--- config.mk ---
export PLATFORM = sky130hd
export DESIGN_NAME = conv_scheduler_flat
export DESIGN_NICKNAME = d
export VERILOG_FILES = /design/src/rtl/conv_scheduler_if.sv /design/src/rtl/conv_scheduler.sv /design/src/flat_wrapper.sv
export SDC_FILE = /design/constraint.sdc
export NUM_CORES = 1
export LEC_CHECK = 0
export ABC_AREA = 1
export CAP_MARGIN = 20
export CORE_AREA = 4 4 123 125
export CTS_CLUSTER_DIAMETER = 50
export DETAILED_ROUTE_END_ITERATION = 12
export DIE_AREA = 0 0 127 129
export DONT_BUFFER_PORTS = 1
export SETUP_SLACK_MARGIN = 0.15
export SLEW_MARGIN = 20
export SYNTH_ARGS = -nofsm -noshare
export SYNTH_HDL_FRONTEND = slang
export SYNTH_SLANG_ARGS = --single-unit
--- constraint.sdc ---
create_clock -name clk -period 5.24 [get_ports clk]
set_clock_uncertainty 0.05 [all_clocks]
set_input_delay 0.262 -clock clk [delete_from_list [all_inputs] [get_ports clk]]
set_output_delay 0.262 -clock clk [all_outputs]
set_load 0.02 [all_outputs]
--- src/rtl/conv_scheduler_if.sv ---
// -----------------------------------------------------------------------------
// conv_scheduler_if
// Purpose : bundles the job-control, convolve-engine and destination-write
//           signals of conv_scheduler into one interface.
// Modports:
//   master - the scheduler: drives o_*, samples i_*
//   slave  - the environment (job source, engine, memory): drives i_*
// Signals :
//   i_start, i_src_base, i_kernal_base, i_dest_base, i_stride,
//   i_out_rows, i_out_cols                    job request
//   o_conv_start, o_conv_src_addr, o_conv_kernal_addr,
//   i_conv_done, i_conv_sum1, i_conv_sum2     engine handshake
//   o_wr_en, o_wr_addr, o_wr_data             destination write port
//   o_busy, o_done, o_err                     job status
// -----------------------------------------------------------------------------
interface conv_scheduler_if;
  logic       i_start;
  logic [9:0] i_src_base;
  logic [9:0] i_kernal_base;
  logic [9:0] i_dest_base;
  logic [2:0] i_stride;
  logic [4:0] i_out_rows;
  logic [4:0] i_out_cols;

  logic       o_conv_start;
  logic [9:0] o_conv_src_addr;
  logic [9:0] o_conv_kernal_addr;
  logic       i_conv_done;
  logic [7:0] i_conv_sum1;
  logic [7:0] i_conv_sum2;

  logic       o_wr_en;
  logic [9:0] o_wr_addr;
  logic [7:0] o_wr_data;

  logic       o_busy;
  logic       o_done;
  logic       o_err;

  modport master (
    input  i_start, i_src_base, i_kernal_base, i_dest_base, i_stride,
           i_out_rows, i_out_cols, i_conv_done, i_conv_sum1, i_conv_sum2,
    output o_conv_start, o_conv_src_addr, o_conv_kernal_addr,
           o_wr_en, o_wr_addr, o_wr_data, o_busy, o_done, o_err
  );

  modport slave (
    output i_start, i_src_base, i_kernal_base, i_dest_base, i_stride,
           i_out_rows, i_out_cols, i_conv_done, i_conv_sum1, i_conv_sum2,
    input  o_conv_start, o_conv_src_addr, o_conv_kernal_addr,
           o_wr_en, o_wr_addr, o_wr_data, o_busy, o_done, o_err
  );
endinterface

--- src/rtl/conv_scheduler.sv ---
// -----------------------------------------------------------------------------
// conv_scheduler
// Purpose : walks an out_rows x out_cols output map two pixels at a time,
//           starts the convolve engine for each pair, waits for its two sums
//           and writes them densely into the destination buffer.
// Ports   :
//   clk  - single clock, rising edge
//   rst  - asynchronous active-high reset
//   bus  - conv_scheduler_if.master (job request, engine handshake,
//          destination write port, busy/done/err status)
// Params  :
//   IMG_COLS - source image row pitch in words
//   TIMEOUT  - engine wait limit in cycles (only with SCHED_TIMEOUT_EN)
// Config  :
//   `define SCHED_TIMEOUT_EN to abandon a job with o_err when the engine does
//   not answer within TIMEOUT cycles; without it the WAIT state has no limit.
// All outputs are registered; addresses wrap modulo 1024.
// -----------------------------------------------------------------------------
module conv_scheduler #(
  parameter int IMG_COLS = 28,
  parameter int TIMEOUT  = 1023
) (
  input  logic             clk,
  input  logic             rst,
  conv_scheduler_if.master bus
);

  localparam logic [9:0] LP_IMG_COLS = 10'(IMG_COLS);

  typedef enum logic [2:0] {
    S_IDLE  = 3'd0,
    S_ISSUE = 3'd1,
    S_WAIT  = 3'd2,
    S_WR1   = 3'd3,
    S_WR2   = 3'd4,
    S_NEXT  = 3'd5
  } state_t;

  state_t r_state;
  state_t w_state_nxt;

  // Row pitch stride*IMG_COLS built by shift-and-add (stride is only 3 bits).
  function automatic logic [9:0] f_row_pitch(input logic [2:0] stride);
    logic [9:0] acc;
    acc = 10'd0;
    if (stride[0]) acc = acc + LP_IMG_COLS;
    else           acc = acc;
    if (stride[1]) acc = acc + (LP_IMG_COLS << 1);
    else           acc = acc;
    if (stride[2]) acc = acc + (LP_IMG_COLS << 2);
    else           acc = acc;
    return acc;
  endfunction

  // Output registers
  logic       r_conv_start;
  logic [9:0] r_src_addr;
  logic [9:0] r_kernal_addr;
  logic       r_wr_en;
  logic [9:0] r_wr_addr;
  logic [7:0] r_wr_data;
  logic       r_busy;
  logic       r_done;
  logic       r_err;

  // Latched job and walk state
  logic [4:0] r_out_rows;
  logic [4:0] r_out_cols;
  logic [4:0] r_row;
  logic [4:0] r_col;
  logic [9:0] r_row_base;   // source address of (r, 0)
  logic [9:0] r_row_pitch;  // stride * IMG_COLS
  logic [9:0] r_col_step;   // 2 * stride
  logic [9:0] r_wr_ptr;     // next destination address
  logic [7:0] r_sum2;       // second sum held for WR2

  // Control strobes from the next-state logic
  logic       w_cfg_ok;
  logic       w_accept;
  logic       w_cfg_err;
  logic       w_timeout;
  logic       w_finish;
  logic       w_wait_expired;

  // Walk arithmetic, one bit wider so the end-of-row compare cannot overflow
  logic [5:0] w_col_inc;
  logic       w_row_wrap;
  logic [5:0] w_row_inc;
  logic       w_job_last;
  logic       w_has_pair2;

  assign w_cfg_ok    = (bus.i_stride != 3'd0) && (bus.i_out_rows != 5'd0) &&
                       (bus.i_out_cols != 5'd0);
  assign w_col_inc   = {1'b0, r_col} + 6'd2;
  assign w_row_wrap  = (w_col_inc >= {1'b0, r_out_cols});
  assign w_row_inc   = {1'b0, r_row} + 6'd1;
  assign w_job_last  = w_row_wrap && (w_row_inc >= {1'b0, r_out_rows});
  assign w_has_pair2 = (({1'b0, r_col} + 6'd1) < {1'b0, r_out_cols});

`ifdef SCHED_TIMEOUT_EN
  localparam int               LP_TW      = (TIMEOUT > 1) ? $clog2(TIMEOUT) : 1;
  localparam logic [LP_TW-1:0] LP_TO_LAST = LP_TW'(TIMEOUT - 1);

  logic [LP_TW-1:0] r_wait_cnt;

  // Counts WAIT cycles without engine completion; expires on the TIMEOUT-th.
  assign w_wait_expired = (r_wait_cnt == LP_TO_LAST);

  // WAIT-cycle counter, cleared in every other state and on completion.
  always_ff @(posedge clk or posedge rst) begin
    if (rst) begin
      r_wait_cnt <= '0;
    end else if ((r_state == S_WAIT) && !bus.i_conv_done) begin
      r_wait_cnt <= r_wait_cnt + LP_TW'(1);
    end else begin
      r_wait_cnt <= '0;
    end
  end
`else
  assign w_wait_expired = 1'b0;
`endif

  // State register.
  always_ff @(posedge clk or posedge rst) begin
    if (rst) begin
      r_state <= S_IDLE;
    end else begin
      r_state <= w_state_nxt;
    end
  end

  // Next-state logic and control strobes.
  always_comb begin
    w_state_nxt = r_state;
    w_accept    = 1'b0;
    w_cfg_err   = 1'b0;
    w_timeout   = 1'b0;
    w_finish    = 1'b0;
    case (r_state)
      S_IDLE: begin
        if (bus.i_start) begin
          if (w_cfg_ok) begin
            w_accept    = 1'b1;
            w_state_nxt = S_ISSUE;
          end else begin
            w_cfg_err   = 1'b1;
            w_state_nxt = S_IDLE;
          end
        end else begin
          w_state_nxt = S_IDLE;
        end
      end
      S_ISSUE: begin
        w_state_nxt = S_WAIT;
      end
      S_WAIT: begin
        if (bus.i_conv_done) begin
          w_state_nxt = S_WR1;
        end else if (w_wait_expired) begin
          w_timeout   = 1'b1;
          w_state_nxt = S_IDLE;
        end else begin
          w_state_nxt = S_WAIT;
        end
      end
      S_WR1: begin
        if (w_has_pair2) begin
          w_state_nxt = S_WR2;
        end else begin
          w_state_nxt = S_NEXT;
        end
      end
      S_WR2: begin
        w_state_nxt = S_NEXT;
      end
      S_NEXT: begin
        if (w_job_last) begin
          w_finish    = 1'b1;
          w_state_nxt = S_IDLE;
        end else begin
          w_state_nxt = S_ISSUE;
        end
      end
      default: begin
        w_state_nxt = S_IDLE;
      end
    endcase
  end

  // Registered outputs, job latch, address accumulators and walk counters.
  always_ff @(posedge clk or posedge rst) begin
    if (rst) begin
      r_conv_start  <= 1'b0;
      r_src_addr    <= 10'd0;
      r_kernal_addr <= 10'd0;
      r_wr_en       <= 1'b0;
      r_wr_addr     <= 10'd0;
      r_wr_data     <= 8'd0;
      r_busy        <= 1'b0;
      r_done        <= 1'b0;
      r_err         <= 1'b0;
      r_out_rows    <= 5'd0;
      r_out_cols    <= 5'd0;
      r_row         <= 5'd0;
      r_col         <= 5'd0;
      r_row_base    <= 10'd0;
      r_row_pitch   <= 10'd0;
      r_col_step    <= 10'd0;
      r_wr_ptr      <= 10'd0;
      r_sum2        <= 8'd0;
    end else begin
      // Strobes are registered against the state being entered, so each
      // one is high for exactly the cycle spent in that state.
      r_conv_start <= (w_state_nxt == S_ISSUE);
      r_wr_en      <= (w_state_nxt == S_WR1) || (w_state_nxt == S_WR2);
      r_busy       <= (w_state_nxt != S_IDLE);
      r_done       <= w_finish;
      r_err        <= w_cfg_err || w_timeout;

      if (w_accept) begin
        r_src_addr    <= bus.i_src_base;
        r_row_base    <= bus.i_src_base;
        r_kernal_addr <= bus.i_kernal_base;
        r_wr_ptr      <= bus.i_dest_base;
        r_row_pitch   <= f_row_pitch(bus.i_stride);
        r_col_step    <= {6'd0, bus.i_stride, 1'b0};
        r_out_rows    <= bus.i_out_rows;
        r_out_cols    <= bus.i_out_cols;
        r_row         <= 5'd0;
        r_col         <= 5'd0;
      end else if ((r_state == S_WAIT) && bus.i_conv_done) begin
        // sum1 goes straight to the write port; sum2 waits for WR2.
        r_wr_addr <= r_wr_ptr;
        r_wr_data <= bus.i_conv_sum1;
        r_sum2    <= bus.i_conv_sum2;
        r_wr_ptr  <= r_wr_ptr + 10'd1;
      end else if ((r_state == S_WR1) && w_has_pair2) begin
        r_wr_addr <= r_wr_ptr;
        r_wr_data <= r_sum2;
        r_wr_ptr  <= r_wr_ptr + 10'd1;
      end else if ((r_state == S_NEXT) && !w_job_last) begin
        if (w_row_wrap) begin
          r_col      <= 5'd0;
          r_row      <= r_row + 5'd1;
          r_row_base <= r_row_base + r_row_pitch;
          r_src_addr <= r_row_base + r_row_pitch;
        end else begin
          r_col      <= r_col + 5'd2;
          r_src_addr <= r_src_addr + r_col_step;
        end
      end else begin
        r_wr_ptr <= r_wr_ptr;
      end
    end
  end

  assign bus.o_conv_start       = r_conv_start;
  assign bus.o_conv_src_addr    = r_src_addr;
  assign bus.o_conv_kernal_addr = r_kernal_addr;
  assign bus.o_wr_en            = r_wr_en;
  assign bus.o_wr_addr          = r_wr_addr;
  assign bus.o_wr_data          = r_wr_data;
  assign bus.o_busy             = r_busy;
  assign bus.o_done             = r_done;
  assign bus.o_err              = r_err;

endmodule

--- src/flat_wrapper.sv ---
// flat-port wrapper written by rule: the top's interface ports become plain ports
module conv_scheduler_flat 
#(
  parameter int IMG_COLS = 28,
  parameter int TIMEOUT  = 1023
)
  (clk, rst, bus_i_start, bus_i_src_base, bus_i_kernal_base, bus_i_dest_base, bus_i_stride, bus_i_out_rows, bus_i_out_cols, bus_i_conv_done, bus_i_conv_sum1, bus_i_conv_sum2, bus_o_conv_start, bus_o_conv_src_addr, bus_o_conv_kernal_addr, bus_o_wr_en, bus_o_wr_addr, bus_o_wr_data, bus_o_busy, bus_o_done, bus_o_err);
  conv_scheduler_if bus_i ();
  input  logic clk;
  input  logic rst;
  input wire logic [$bits(bus_i.i_start)-1:0] bus_i_start;
  input wire logic [$bits(bus_i.i_src_base)-1:0] bus_i_src_base;
  input wire logic [$bits(bus_i.i_kernal_base)-1:0] bus_i_kernal_base;
  input wire logic [$bits(bus_i.i_dest_base)-1:0] bus_i_dest_base;
  input wire logic [$bits(bus_i.i_stride)-1:0] bus_i_stride;
  input wire logic [$bits(bus_i.i_out_rows)-1:0] bus_i_out_rows;
  input wire logic [$bits(bus_i.i_out_cols)-1:0] bus_i_out_cols;
  input wire logic [$bits(bus_i.i_conv_done)-1:0] bus_i_conv_done;
  input wire logic [$bits(bus_i.i_conv_sum1)-1:0] bus_i_conv_sum1;
  input wire logic [$bits(bus_i.i_conv_sum2)-1:0] bus_i_conv_sum2;
  output wire logic [$bits(bus_i.o_conv_start)-1:0] bus_o_conv_start;
  output wire logic [$bits(bus_i.o_conv_src_addr)-1:0] bus_o_conv_src_addr;
  output wire logic [$bits(bus_i.o_conv_kernal_addr)-1:0] bus_o_conv_kernal_addr;
  output wire logic [$bits(bus_i.o_wr_en)-1:0] bus_o_wr_en;
  output wire logic [$bits(bus_i.o_wr_addr)-1:0] bus_o_wr_addr;
  output wire logic [$bits(bus_i.o_wr_data)-1:0] bus_o_wr_data;
  output wire logic [$bits(bus_i.o_busy)-1:0] bus_o_busy;
  output wire logic [$bits(bus_i.o_done)-1:0] bus_o_done;
  output wire logic [$bits(bus_i.o_err)-1:0] bus_o_err;
  assign bus_i.i_start = bus_i_start;
  assign bus_i.i_src_base = bus_i_src_base;
  assign bus_i.i_kernal_base = bus_i_kernal_base;
  assign bus_i.i_dest_base = bus_i_dest_base;
  assign bus_i.i_stride = bus_i_stride;
  assign bus_i.i_out_rows = bus_i_out_rows;
  assign bus_i.i_out_cols = bus_i_out_cols;
  assign bus_i.i_conv_done = bus_i_conv_done;
  assign bus_i.i_conv_sum1 = bus_i_conv_sum1;
  assign bus_i.i_conv_sum2 = bus_i_conv_sum2;
  assign bus_o_conv_start = bus_i.o_conv_start;
  assign bus_o_conv_src_addr = bus_i.o_conv_src_addr;
  assign bus_o_conv_kernal_addr = bus_i.o_conv_kernal_addr;
  assign bus_o_wr_en = bus_i.o_wr_en;
  assign bus_o_wr_addr = bus_i.o_wr_addr;
  assign bus_o_wr_data = bus_i.o_wr_data;
  assign bus_o_busy = bus_i.o_busy;
  assign bus_o_done = bus_i.o_done;
  assign bus_o_err = bus_i.o_err;
  conv_scheduler #(.IMG_COLS(IMG_COLS), .TIMEOUT(TIMEOUT)) u_core (.clk(clk), .rst(rst), .bus(bus_i));
endmodule
==> impl_results.html <==
<table>
<tr><th>Metric</th><th>Value</th></tr>
<tr><th colspan="2">Layout</th></tr>
<tr><td>Antenna diodes</td><td>0</td></tr>
<tr><td>Most frequent cells in the layout</td><td>nand2_1, dfrtp_1, inv_1</td></tr>
<tr><td>Net count reported at finish</td><td>807</td></tr>
<tr><td>Total non-filler cell area in the finished layout</td><td>0.00618 mm²</td></tr>
<tr><td>Layout cell share with drive strength beyond 1</td><td>5.16%</td></tr>
<tr><td>Area growth from synthesis to final layout</td><td>11.4%</td></tr>
<tr><td>Most common cell after layout, fill and taps aside</td><td>nand2_1</td></tr>
<tr><td>Fraction of the core area covered by cells at the end of the flow</td><td>44.5%</td></tr>
<tr><td>Non-Filler Instances</td><td>897</td></tr>
<tr><th colspan="2">Synth</th></tr>
<tr><td>Total number of yosys warnings</td><td>0</td></tr>
<tr><td>Share of synthesized registers carrying an async set or reset</td><td>100%</td></tr>
<tr><td>Seq/Total Area, Yosys</td><td>45.6%</td></tr>
<tr><td>Net count of the mapped netlist</td><td>793</td></tr>
<tr><td>Area of the mapped netlist</td><td>0.00555 mm²</td></tr>
<tr><td>Predominant post-synthesis flop cell</td><td>dfrtp_1</td></tr>
<tr><td>Flops &amp; latches, synth</td><td>101</td></tr>
<tr><td>Synthesized instance count</td><td>698</td></tr>
<tr><td>Count of distinct cell types in the synthesized netlist</td><td>33</td></tr>
<tr><td>Number of enable-type register cells in the synthesized netlist</td><td>0</td></tr>
<tr><td>Syn Area/Cell</td><td>7.94 µm²</td></tr>
<tr><th colspan="2">Clock network</th></tr>
<tr><td>Total CTS buffers</td><td>9</td></tr>
<tr><td>Root buffer cell</td><td>clkbuf_16</td></tr>
<tr><td>Number of buffers added for setup after CTS</td><td>0</td></tr>
<tr><td># hold bufs at CTS</td><td>24</td></tr>
<tr><td>Reg clk slew, reported paths</td><td>0.07 ns</td></tr>
<tr><td>PostCTS Resize Cnt</td><td>0</td></tr>
<tr><td>CTS tree</td><td>done</td></tr>
<tr><td>Clock latency on the worst-skew pair</td><td>0.35 ns</td></tr>
<tr><td>Clock Tree Buf Depth</td><td>2</td></tr>
<tr><td># H-tree levels</td><td>3</td></tr>
<tr><td>TritonCTS sink count</td><td>101</td></tr>
<tr><th colspan="2">STA</th></tr>
<tr><td>Setup TNS</td><td>0 ns</td></tr>
<tr><td>Max Fclk</td><td>0.341 GHz</td></tr>
<tr><td>Least-Margin Pin Slew</td><td>0.918 ns</td></tr>
<tr><td>Fin crit period</td><td>2.93 ns</td></tr>
<tr><td>Final Hold Violating Endpoints</td><td>0</td></tr>
<tr><td>Final Cycle Share</td><td>55.9%</td></tr>
<tr><td>Setup repair after global routing missed its margin</td><td>false</td></tr>
<tr><td>Final number of setup-violating endpoints</td><td>0</td></tr>
<tr><td>Total count of max-transition violations in the final report</td><td>0</td></tr>
<tr><td>Max-slew headroom</td><td>38.8%</td></tr>
<tr><th colspan="2">Floorplanning</th></tr>
<tr><td>Number of placement rows</td><td>43</td></tr>
<tr><td>X dimension of the die</td><td>127 µm</td></tr>
<tr><td>Placeable Area</td><td>0.0139 mm²</td></tr>
<tr><td>Floorplan die area</td><td>0.0164 mm²</td></tr>
<tr><td>Starting density of the core</td><td>39.9%</td></tr>
<tr><td>I/O pin count</td><td>106</td></tr>
<tr><td>Die Y-Extent</td><td>129 µm</td></tr>
<tr><th colspan="2">Place</th></tr>
<tr><td>Number of placed instances with taps included</td><td>857</td></tr>
<tr><td>Final Wtd Congestion</td><td>0.883</td></tr>
<tr><td>Port buffer count</td><td>0</td></tr>
<tr><td>Placement-stage cell area</td><td>0.00566 mm²</td></tr>
<tr><td>HPWL after DPL</td><td>9630 µm</td></tr>
<tr><th colspan="2">Drt</th></tr>
<tr><td>Count of vias placed by the detailed router</td><td>4424</td></tr>
<tr><td>Remaining number of nets flagged by the antenna check after routing</td><td>0</td></tr>
<tr><td>Aggregate routed wire length</td><td>13100 µm</td></tr>
<tr><td>Routed wire per std cell</td><td>14.6 µm</td></tr>
<tr><td>Initial drt markers</td><td>343</td></tr>
<tr><td>Vias per Instance</td><td>4.93</td></tr>
<tr><td>DRC violation count after routing</td><td>0</td></tr>
<tr><td>Initial DRT Pass Iterations</td><td>5</td></tr>
<tr><th colspan="2">Setup path</th></tr>
<tr><td>Crit path max-delay family</td><td>simple AND/OR/NAND/NOR gates</td></tr>
<tr><td>Cell-by-cell trace of the critical path</td><td>ha_1 -&gt; xor2_1 -&gt; ha_1 -&gt; nand2_1 -&gt; inv_1 -&gt; nand3_1 -&gt; nand3_2 -&gt; nand2_1 -&gt; nand2_1 -&gt; nand2_2 -&gt; inv_2 -&gt; nand2_1 -&gt; nand2_1</td></tr>
<tr><td>Most frequent cell on the critical path</td><td>nand2_1</td></tr>
<tr><td>Setup crit end kind</td><td>register</td></tr>
<tr><td>Slowest cell on crit path</td><td>dfrtp_1</td></tr>
<tr><td>Arrival time of the worst setup path</td><td>3.11 ns</td></tr>
<tr><td>Worst reg-to-reg setup slack</td><td>2.31 ns</td></tr>
<tr><td>Required arrival time at the worst endpoint</td><td>5.43 ns</td></tr>
<tr><td>Worst reg2reg endpoint</td><td>u_core.bus.o_conv_src_addr[7]</td></tr>
<tr><td>Largest driver fanout on the critical path</td><td>26</td></tr>
<tr><td>Startpoint kind of the worst setup timing path</td><td>register</td></tr>
<tr><td>Buffer and inverter count on the worst path</td><td>2</td></tr>
<tr><td>Maximum cell stage delay along the critical path</td><td>0.41 ns</td></tr>
<tr><td>Reg2Reg Depth</td><td>13</td></tr>
<tr><td>Beginning of the worst register-to-register path</td><td>u_core.r_col[1]</td></tr>
<tr><td>Path type of the worst setup path</td><td>reg -&gt; reg</td></tr>
<tr><th colspan="2">Status</th></tr>
<tr><td>Result of the run</td><td>finished, final reports clean</td></tr>
<tr><th colspan="2">Global route</th></tr>
<tr><td>Number of global-route vias before repair</td><td>4364</td></tr>
<tr><td>Antenna violations before repair</td><td>0</td></tr>
<tr><td>Largest net degree at the start of global routing</td><td>72</td></tr>
<tr><td>Total congestion overflow after global routing</td><td>0</td></tr>
<tr><td>Most used routing layer</td><td>met2</td></tr>
<tr><td>Met1 Resource Use GR</td><td>21.5%</td></tr>
<tr><td>Wire length of the first global-routing pass</td><td>21600 µm</td></tr>
<tr><td>GR Util met3</td><td>3.65%</td></tr>
<tr><td>Overall global routing resource usage</td><td>16.4%</td></tr>
<tr><td>Met2 demand-to-capacity share in global routing</td><td>26.4%</td></tr>
<tr><th colspan="2">Pwr</th></tr>
<tr><td>Leakage</td><td>3.18 nW</td></tr>
<tr><td>Ratio of total power to cell area</td><td>627 mW/mm²</td></tr>
<tr><td>IR Drop Worst-Case VDD</td><td>257 µV</td></tr>
<tr><th colspan="2">Min path</th></tr>
<tr><td>Number of instances on the worst hold path</td><td>2</td></tr>
<tr><td>Worst min-delay path endpoint</td><td>u_core.r_row_pitch[6]</td></tr>
<tr><td>Class of the worst hold path</td><td>in -&gt; reg</td></tr>
<tr><td>Start point of the worst hold path</td><td>bus_i_stride[2]</td></tr>
<tr><th colspan="2">Job</th></tr>
<tr><td>MaxCap Viol Count</td><td>0</td></tr>
</table>
-- kinds of logic (layout without fill, tap and decap cells) --
group / Yosys count / count (layout) / synth area share [%]
simple gates: 366 / 366 / 28.1
compound gates: 75 / 75 / 7.72
flops: 101 / 101 / 45.6
fa+ha+maj: 32 / 32 / 7.49
xor+xnor: 17 / 17 / 2.68
buf+inv: 104 / 123 / 7.81
mux: 3 / 3 / 0.609
-- how the worst max path moves through the flow --
stage	start	to	cells past startpoint	slack, ns
detailed placement	u_core.r_col[1]	u_core.bus.o_conv_src_addr[8]	13	2.33
finish	u_core.r_col[1]	u_core.bus.o_conv_src_addr[7]	13	2.31
global route	u_core.r_col[1]	u_core.bus.o_conv_src_addr[7]	13	1.97
CTS	u_core.r_col[1]	u_core.bus.o_conv_src_addr[8]	13	2.32
floorplan	rst	u_core.bus.o_busy	1	2.28
global placement	u_core.r_col[1]	u_core.r_col[1]	13	2.45
-- power by group --
| group | internal (W) | switching, W |
|---|---|---|
| clock | 0.000338 | 0.000299 |
| combinational | 0.000600 | 0.00109 |
| sequential | 0.00111 | 0.000433 |
| total | 0.00205 | 0.00182 |
-- per-layer routing --
layer | vias to the layer above | part of all wire (%) | wire length, µm
li1 | 2266 | - | -
met1 | 2020 | 46 | 6030
met2 | 125 | 46 | 5970
met3 | 13 | 6.5 | 852
met4 | 0 | 1.8 | 229
met5 | - | 0 | 0
-- stage by stage --
step	total power [W]	hold slack (ns)	setup slack, ns
after global routing	0.00424	0.0144	1.97
final	0.00387	0.0153	2.31
after floorplan	0.00287	0.322	2.28
after global placement	0.00317	0.0888	2.45
after CTS	0.00391	0.00475	2.32
after detailed placement	0.00324	0.0940	2.33
-- cell usage after synthesis (2+ instances only) --
cell type,n,area share [%]
nor2_4,3,0.61
buf_4,5,0.68
fa_1,2,0.72
nand2_2,2,0.23
mux2_2,3,0.61
inv_2,3,0.20
nand3_1,53,4.8
nand3_2,3,0.54
dfrtp_1,101,46
a21oi_1,16,1.4
a31oi_1,11,1.2
nor3_1,5,0.45
xor2_1,11,1.7
clkbuf_1,4,0.27
inv_1,77,5.2
ha_1,30,6.8
o211ai_1,4,0.54
nand4_1,15,1.7
nand2_1,245,17
xnor2_1,6,0.95
o21ai_0,37,3.3
nor2_1,36,2.4
buf_2,13,1.2
a211oi_2,2,0.45
o21ai_1,3,0.27
-- final cells by class --
cell class | instances | area [µm²]
inverters | 81 | 307
fillers | 1379 | 7700
multi-input cells | 493 | 2580
repair buffers | 26 | 255
clock buffers | 12 | 246
clock inverters | 4 | 33.8
flip-flops and latches | 101 | 2530
well taps | 180 | 225
-- sequential cells by signal, summed over array words and instances, names as in the netlist, 8 cells and up --
name and cells:
u_core.r_sum2 8, u_core.bus.o_wr_data 8, u_core.bus.o_conv_src_addr 10, u_core.bus.o_wr_addr 10
u_core.bus.o_conv_kernal_addr 10, u_core.r_row_base 10, u_core.r_wr_ptr 10
No activity file was read; power rests on OpenSTA's default activity.
